### src/rtl/bus_initiator.sv
// Requester-side master for the sdsubus operand/result bus.
// Queues operand pairs in a small FIFO and runs one bus transaction at a time, with a timeout.
module bus_initiator #(
   parameter int DEPTH   = 4,
   parameter int TIMEOUT = 16
) (
   input  logic        clk,
   input  logic        rst,
   input  logic        cmd_valid,
   input  logic [15:0] cmd_a,
   input  logic [15:0] cmd_b,
   output logic        cmd_ready,
   output logic [15:0] A,
   output logic [15:0] B,
   output logic        valid_signal,
   input  logic        ready_signal,
   input  logic [31:0] result,
   output logic        rsp_valid,
   output logic [31:0] rsp_data,
   output logic        rsp_err,
   output logic        busy,
   output logic [15:0] txn_count,
   output logic [7:0]  err_count
);
   localparam int PW = $clog2(DEPTH);
   localparam int TW = $clog2(TIMEOUT);
   localparam logic [PW:0]   CNT_FULL = (PW+1)'(DEPTH);
   localparam logic [PW:0]   CNT_ONE  = (PW+1)'(1);
   localparam logic [PW-1:0] PTR_ONE  = PW'(1);
   localparam logic [TW-1:0] TMR_MAX  = TW'(TIMEOUT - 1);
   localparam logic [TW-1:0] TMR_ONE  = TW'(1);

   localparam logic [0:0] ST_IDLE = 1'b0;
   localparam logic [0:0] ST_REQ  = 1'b1;

   logic [31:0]   mem_q [DEPTH];
   logic [PW-1:0] wr_ptr_q, wr_ptr_d;
   logic [PW-1:0] rd_ptr_q, rd_ptr_d;
   logic [PW:0]   count_q, count_d;
   logic [0:0]    state_q, state_d;
   logic [TW-1:0] timer_q, timer_d;
   logic [15:0]   a_q, a_d, b_q, b_d;
   logic          valid_q, valid_d;
   logic          rsp_valid_q, rsp_valid_d;
   logic [31:0]   rsp_data_q, rsp_data_d;
   logic          rsp_err_q, rsp_err_d;
   logic [15:0]   txn_count_q, txn_count_d;
   logic [7:0]    err_count_q, err_count_d;

   logic push, pop;
   logic [31:0] head;

   // Ready depends only on the registered count, so a pop never frees a slot in the same cycle.
   assign cmd_ready = (count_q != CNT_FULL);
   assign push      = cmd_valid & cmd_ready;
   assign pop       = (state_q == ST_IDLE) && (count_q != '0);
   assign head      = mem_q[rd_ptr_q];

   always_ff @(posedge clk) begin
      if (push) begin
         mem_q[wr_ptr_q] <= {cmd_a, cmd_b};
      end
   end

   always_comb begin
      wr_ptr_d    = wr_ptr_q;
      rd_ptr_d    = rd_ptr_q;
      count_d     = count_q;
      state_d     = state_q;
      timer_d     = timer_q;
      a_d         = a_q;
      b_d         = b_q;
      valid_d     = valid_q;
      rsp_valid_d = 1'b0;
      rsp_data_d  = rsp_data_q;
      rsp_err_d   = rsp_err_q;
      txn_count_d = txn_count_q;
      err_count_d = err_count_q;

      if (push) begin
         wr_ptr_d = wr_ptr_q + PTR_ONE;
      end
      if (pop) begin
         rd_ptr_d = rd_ptr_q + PTR_ONE;
      end
      if (push && !pop) begin
         count_d = count_q + CNT_ONE;
      end else if (!push && pop) begin
         count_d = count_q - CNT_ONE;
      end

      case (state_q)
         ST_IDLE: begin
            if (pop) begin
               a_d     = head[31:16];
               b_d     = head[15:0];
               valid_d = 1'b1;
               timer_d = '0;
               state_d = ST_REQ;
            end
         end
         default: begin
            if (ready_signal) begin
               rsp_data_d  = result;
               rsp_err_d   = 1'b0;
               rsp_valid_d = 1'b1;
               txn_count_d = txn_count_q + 16'd1;
               valid_d     = 1'b0;
               state_d     = ST_IDLE;
            end else if (timer_q == TMR_MAX) begin
               rsp_data_d  = '0;
               rsp_err_d   = 1'b1;
               rsp_valid_d = 1'b1;
               if (err_count_q != 8'hFF) begin
                  err_count_d = err_count_q + 8'd1;
               end
               valid_d     = 1'b0;
               state_d     = ST_IDLE;
            end else begin
               timer_d = timer_q + TMR_ONE;
            end
         end
      endcase
   end

   always_ff @(posedge clk or posedge rst) begin
      if (rst) begin
         wr_ptr_q    <= '0;
         rd_ptr_q    <= '0;
         count_q     <= '0;
         state_q     <= ST_IDLE;
         timer_q     <= '0;
         a_q         <= '0;
         b_q         <= '0;
         valid_q     <= 1'b0;
         rsp_valid_q <= 1'b0;
         rsp_data_q  <= '0;
         rsp_err_q   <= 1'b0;
         txn_count_q <= '0;
         err_count_q <= '0;
      end else begin
         wr_ptr_q    <= wr_ptr_d;
         rd_ptr_q    <= rd_ptr_d;
         count_q     <= count_d;
         state_q     <= state_d;
         timer_q     <= timer_d;
         a_q         <= a_d;
         b_q         <= b_d;
         valid_q     <= valid_d;
         rsp_valid_q <= rsp_valid_d;
         rsp_data_q  <= rsp_data_d;
         rsp_err_q   <= rsp_err_d;
         txn_count_q <= txn_count_d;
         err_count_q <= err_count_d;
      end
   end

   assign A            = a_q;
   assign B            = b_q;
   assign valid_signal = valid_q;
   assign rsp_valid    = rsp_valid_q;
   assign rsp_data     = rsp_data_q;
   assign rsp_err      = rsp_err_q;
   assign txn_count    = txn_count_q;
   assign err_count    = err_count_q;
   assign busy         = (state_q != ST_IDLE) || (count_q != '0);

endmodule

### config.mk
export PLATFORM = sky130hd
export DESIGN_NAME = bus_initiator
export DESIGN_NICKNAME = d
export VERILOG_FILES = /design/src/rtl/bus_initiator.sv
export SDC_FILE = /design/constraint.sdc
export NUM_CORES = 1
export LEC_CHECK = 0
export BUFFER_PORTS_ARGS = -buffer_cell sky130_fd_sc_hd__buf_4
export CORE_ASPECT_RATIO = 0.6
export CORE_MARGIN = 2
export CORE_UTILIZATION = 40
export CTS_BUF_LIST = sky130_fd_sc_hd__clkbuf_8 sky130_fd_sc_hd__clkbuf_16
export CTS_CLUSTER_SIZE = 40
export DETAILED_ROUTE_END_ITERATION = 7
export PLACE_DENSITY_LB_ADDON = 0.1
export SLEW_MARGIN = 5
export SYNTH_ARGS = -nofsm -noshare
export SYNTH_HDL_FRONTEND = slang
export SYNTH_SLANG_ARGS = --single-unit
### constraint.sdc
create_clock -name clk -period 9.75 [get_ports clk]
set_input_delay 1.4625 -clock clk [delete_from_list [all_inputs] [get_ports clk]]
set_output_delay 1.4625 -clock clk [all_outputs]
set_load 0.01 [all_outputs]
==> qor.csv, run 1 <==
metric,value,unit
outcome,completed,
share of cells above drive strength 1,0.4356,
maximum vdd drop,0.1543,mV
DRC,0,
Switch Pwr,0.9844,mW
Diodes inserted,0,
# IOs,161,
Tot Pwr,3.375,mW
crit path from,count_q[0],
setup TNS,0,ns
Fin. Hold Viols,0,
reg2reg path depth,10,
GRT overflow,0,
CTS root buffer,clkbuf_16,
"area leader, netlist",edfxtp_1,
Clk pwr share,0.249,
initial antenna violation count,0,
Setup crit end,busy,
Async SR Flop Fraction,0.4459,
Post-CTS Resized,0,
CTS tree,done,
Worst Path Arrival,1.58,ns
clk_lat worst skew,0.49,ns
vias per inst,5.060,
"top cells by area, synth","edfxtp_1, dfrtp_1, mux4_2, mux2_2, a22o_1",
number of global-route vias before repair,4835,
row count,41,
GPL Wtd Cong,0.7357,
Setup Skew,0.01269,ns
core area,0.02129,mm²
Nets,713,
vias,4711,
Leak,4.451,nW
hpwl dp,11280,µm
DR pass1 iterations,4,
fin. max-slew vios,0,
most frequent cells in the layout,"buf_4, edfxtp_1, dfrtp_1",
Clock transition at path regs,0.06,ns
YS warnings,0,
Initial DRC Count,204,
P&R area growth vs syn,25.12,%
post-synthesis cell count,467,
H-tree level count,1,
setup violators final,0,
PD cells,307.2,mW/mm²
post-route clock period utilization,0.3116,
Worst-Margin Slew,0.9743,ns
Internal,2.391,mW
die height,118.8,µm
Seq cells post-synth,231,
layout filler cell count,1763,
Max Buffers Root-to-Sink,3,
R2R setup slack,7.30,ns
"Cell Area, Synth",0.008781,mm²
Routed WL,17820,µm
"EDFF count, synth",128,
Critical R2R Launch,count_q[0],
Crit path required time,8.29,ns
aggregate global-route resource usage,0.1540,
largest net degree at the start of global routing,63,
Max Cap Viol,0,
Seq pwr share,0.451,
PortBufs,160,
Initial Util,0.4125,
DRT antenna net count,0,
Comb power frac,0.300,
Synth top area share,0.4377,
fmax,0.3292,GHz
die area,0.02319,mm²
Period minus WS final,3.038,ns
# hold bufs at CTS,0,
Avg WL per Cell,19.15,µm
TritonCTS Buffers,22,
switch share,0.2917,
"commonest non-fill, non-tap cell in the layout",buf_4,
CP startpoint kind,flop,
global-route wire length before repair,27680,µm
clock tree sinks,231,
"Top FF cell, synth",edfxtp_1,
hold crit path type,flop to flop,
Max-slew headroom,0.3505,
reg-to-reg critical path endpoint,count_q[2],
CP max FO,4,
register area share after synthesis,0.7313,
post-synth cell types,46,
syn nets,544,
Die Wd,195.3,µm
Worst Setup End Kind,output pin,
Crit Path Class,flop to output pin,
RSZ-0062 raised after global routing,no,
Syn Area/Cell,18.80,µm²
Post-CTS Setup Inserts,0,
Yosys cell counts (all sizes together), types with 6 or more instances:
| cell type | count |
|---|---|
| edfxtp | 128 |
| buf | 15 |
| mux4 | 32 |
| inv | 9 |
| ha | 8 |
| nor2 | 13 |
| dfrtp | 103 |
| nand3 | 13 |
| mux2 | 36 |
| xnor2 | 17 |
| xor2 | 10 |
| and3 | 6 |
| nand2 | 7 |
| a22o | 32 |
layout make-up:
cell class / instances / area [µm²] / share of cell area
inverters: 9 / 36.28 / 0.003303
clock inverters: 16 / 118.9 / 0.01082
repair buffers: 164 / 1231 / 0.1121
multi-input cells: 208 / 2227 / 0.2027
flip-flops and latches: 231 / 6424 / 0.5847
well taps: 279 / 349.1 / 0.03177
clock buffers: 24 / 600.6 / 0.05466
flip-flops by register name (all words and copies together) (netlist names):
register,cells
rsp_err,1
mem_q,128
rsp_valid,1
A,16
txn_count,16
rsp_data,32
count_q,3
B,16
rd_ptr_q,2
valid_signal,1
state_q,1
err_count,8
wr_ptr_q,2
timer_q,4
per-stage QoR:
stage	hold slack [ns]	std cells	area, µm²	utilization	setup slack (ns)
after CTS	0.4800	931	10990	0.5160	6.669
after floorplan	0.4636	467	8781	-	5.584
final	0.4728	931	10990	0.5161	6.712
after detailed placement	0.4712	891	10270	0.4822	6.582
after global placement	0.4625	891	10270	0.4822	6.605
after global routing	0.5060	931	10990	0.5161	6.560
layer usage:
layer / vias to the layer above / track usage / wire (µm)
met2: 104 / 0.2339 / 8163
met3: 28 / 0.02968 / 794
met5: - / 0 / 0
met1: 2427 / 0.2290 / 8458
met4: 0 / 0.03865 / 407
li1: 2152 / - / -
kinds of logic after synthesis:
| group | after synthesis | synth area share |
|---|---|---|
| DFF | 231 | 0.7313 |
| buffers and inverters | 28 | 0.01681 |
| muxes | 69 | 0.1294 |
| AOI/OAI and AO/OA | 42 | 0.04075 |
| adders and majority gates | 9 | 0.01368 |
| and+or+nand+nor | 61 | 0.04118 |
| xor gates and xnor gates | 27 | 0.02693 |
worst min-delay path by stage:
| stage | cells after the start | slack (ns) | start | endpoint |
|---|---|---|---|---|
| detailed placement | 1 | 0.47 | txn_count[15] | txn_count[15] |
| global placement | 1 | 0.46 | txn_count[15] | txn_count[15] |
| global route | 1 | 0.51 | count_q[2] | count_q[2] |
| floorplan | 1 | 0.46 | count_q[2] | count_q[2] |
| CTS | 1 | 0.48 | txn_count[15] | txn_count[15] |
| finish | 1 | 0.47 | txn_count[15] | txn_count[15] |
power by group through the flow:
stage / Sequential, mW / Clock, mW / Combinational (mW)
after global routing: 1.56 / 0.900 / 1.10
after detailed placement: 1.55 / 0 / 1.04
after global placement: 1.53 / 0 / 1.02
after CTS: 1.53 / 0.862 / 1.04
final: 1.52 / 0.839 / 1.01
after floorplan: 1.53 / 0 / 0.613
worst max-delay path, cell delays in order (launching register included):
cell and delay (ns):
dfrtp_1 0.43, nor3_1 0.41, nand2b_1 0.10, buf_4 0.16
(Power assumes the default switching activity.)
==> inputs of run 2 (changes only) <==
clock period = 2.5 ns   (was 9.75 ns; I/O delays follow)
==> run 2 against run 1 <==
Effect of this change:
- count of clock-buffer cells in the layout rose by 2
- core utilization rose by 0.93 points
- sequential share of layout area fell by 1.0 points
- sequential power rose to 3.8 times the previous value
- flip-flop and latch count did not move
- highest routed layer unchanged
==> qor.csv, run 2 (synthesis results as in run 1) <==
metric,value,unit,change
Nets,723,,+1.4%
Crit Path Class,flop to flop,,
hold crit path type,primary input to asynchronous set/reset pin,,
"commonest non-fill, non-tap cell in the layout",buf_4,,
P&R area growth vs syn,27.37,%,
Crit path required time,2.92,ns,-5.37 ns
die area,0.02319,mm²,unchanged
hpwl dp,11350,µm,+0.62%
Routed WL,18030,µm,+1.2%
vias,4738,,+0.57%
GPL Wtd Cong,0.7233,,-1.7%
number of global-route vias before repair,4864,,+0.60%
most frequent cells in the layout,"buf_4, edfxtp_1, dfrtp_1",,
Post-CTS Resized,0,,unchanged
Max-slew headroom,0.4395,,+0.08909
clk_lat worst skew,0.50,ns,about the same
Largest register FFs,128,,unchanged
GRT overflow,0,,unchanged
"Most flops, register",mem_q,,
DRT antenna net count,0,,unchanged
Worst Setup End Kind,flop,,
DRC,0,,unchanged
# IOs,161,,unchanged
# hold bufs at CTS,0,,unchanged
Leak,4.523,nW,+1.6%
PD cells,1208,mW/mm²,+290%
Post-CTS Setup Inserts,0,,unchanged
Period minus WS final,2.137,ns,
aggregate global-route resource usage,0.1565,,+0.002462
Worst Path Arrival,2.56,ns,+0.98 ns
TritonCTS Buffers,22,,unchanged
row count,41,,unchanged
vias per inst,5.035,,-0.50%
H-tree level count,1,,unchanged
initial antenna violation count,0,,unchanged
Fin. Hold Viols,0,,unchanged
Max Cap Viol,0,,unchanged
Die Wd,195.3,µm,unchanged
CTS root buffer,clkbuf_16,,
die height,118.8,µm,unchanged
outcome,completed,,
CP max FO,4,,unchanged
Clock transition at path regs,0.07,ns,about the same
Max Buffers Root-to-Sink,3,,unchanged
core area,0.02129,mm²,unchanged
PortBufs,160,,unchanged
largest net degree at the start of global routing,41,,-35%
fmax,0.4679,GHz,
Avg WL per Cell,19.16,µm,+0.10%
maximum vdd drop,0.5409,mV,+250%
CP startpoint kind,flop,,
clock tree sinks,231,,unchanged
fin. max-slew vios,0,,unchanged
RSZ-0062 raised after global routing,no,,
setup TNS,0,ns,unchanged
global-route wire length before repair,28120,µm,+1.6%
layout filler cell count,1732,,-1.8%
Setup Skew,0.008120,ns,-0.004570 ns
setup violators final,0,,unchanged
Diodes inserted,0,,unchanged
post-route clock period utilization,0.8549,,
DR pass1 iterations,4,,unchanged
Initial DRC Count,225,,+10%
CTS tree,done,,
share of cells above drive strength 1,0.4517,,+0.01608
Initial Util,0.4125,,unchanged
Tot Pwr,13.51,mW,+300%
Worst-Margin Slew,0.8389,ns,-0.1354 ns
-- run 2: changes by cell type in the layout (fill, tap and decap cells not counted), sizes merged --
cell      previous run  this run
buf                164       174
inv                 17        11
clkbuf              24        26
clkinvlp             0         2
bufinv               2         3
clkinv               6         7
-- run 2: per-stage QoR --
stage	instances	hold WS (ns)	area [µm²]	utilization	setup WS [ns]
3_3_place_gp	901	0.4601	10420	0.4893	0.4602
5_1_grt	941	0.05239	11180	0.5254	0.1858
3_5_place_dp	901	0.4685	10420	0.4893	0.3782
4_1_cts	941	0.04849	11180	0.5254	0.3463
2_1_floorplan	467	0.4636	8785	-	0.3556
6_report	941	0.03321	11180	0.5254	0.3626
-- run 2: layout make-up --
| type | count | area (µm²) | area share |
|---|---|---|---|
| repair buffers | 174 | 1381 | 0.1235 |
| multi-input cells | 208 | 2226 | 0.1990 |
| well taps | 279 | 349.1 | 0.03121 |
| inverters | 9 | 37.54 | 0.003356 |
| clock inverters | 14 | 150.1 | 0.01342 |
| clock buffers | 26 | 616.8 | 0.05515 |
| flip-flops and latches | 231 | 6424 | 0.5743 |
-- run 2: routing by layer --
layer  vias up  wire length, µm  track usage
li1       2170                -            -
met1      2445             8801       0.2309
met2        96             8092       0.2382
met3        27              803      0.03482
met4         0              337      0.03435
met5         -                0            0
-- run 2: worst paths after layout --
path / startpoint / to / slack, ns / cells after the start
min in group clk: cmd_b[6] / mem_q[1][6] / 0.08 / 1
worst min register to register: txn_count[15] / txn_count[15] / 0.47 / 1
worst max-delay path: count_q[0] / count_q[2] / 0.36 / 9
max in group asynchronous: rst / A[7] / 1.78 / 3
worst min-delay path: rst / txn_count[4] / 0.03 / 2
worst max register to register: count_q[0] / count_q[2] / 0.36 / 9
-- run 2: critical path: stages (launching register included) --
cell	delay, ns
dfrtp_1	0.44
nor3_1	0.45
nor2_4	0.04
inv_1	0.10
ha_1	0.19
inv_1	0.06
fa_1	0.37
xor2_1	0.15
nor2_1	0.11
xor2_1	0.15
-- run 2: where the power goes --
part | internal [mW] | leakage [nW] | total (mW) | switching, mW
clock network | 2.08 | 0.389 | 3.47 | 1.39
registers | 5.19 | 2.45 | 5.82 | 0.630
logic | 2.32 | 1.69 | 4.22 | 1.90
total | 9.59 | 4.52 | 13.5 | 3.92
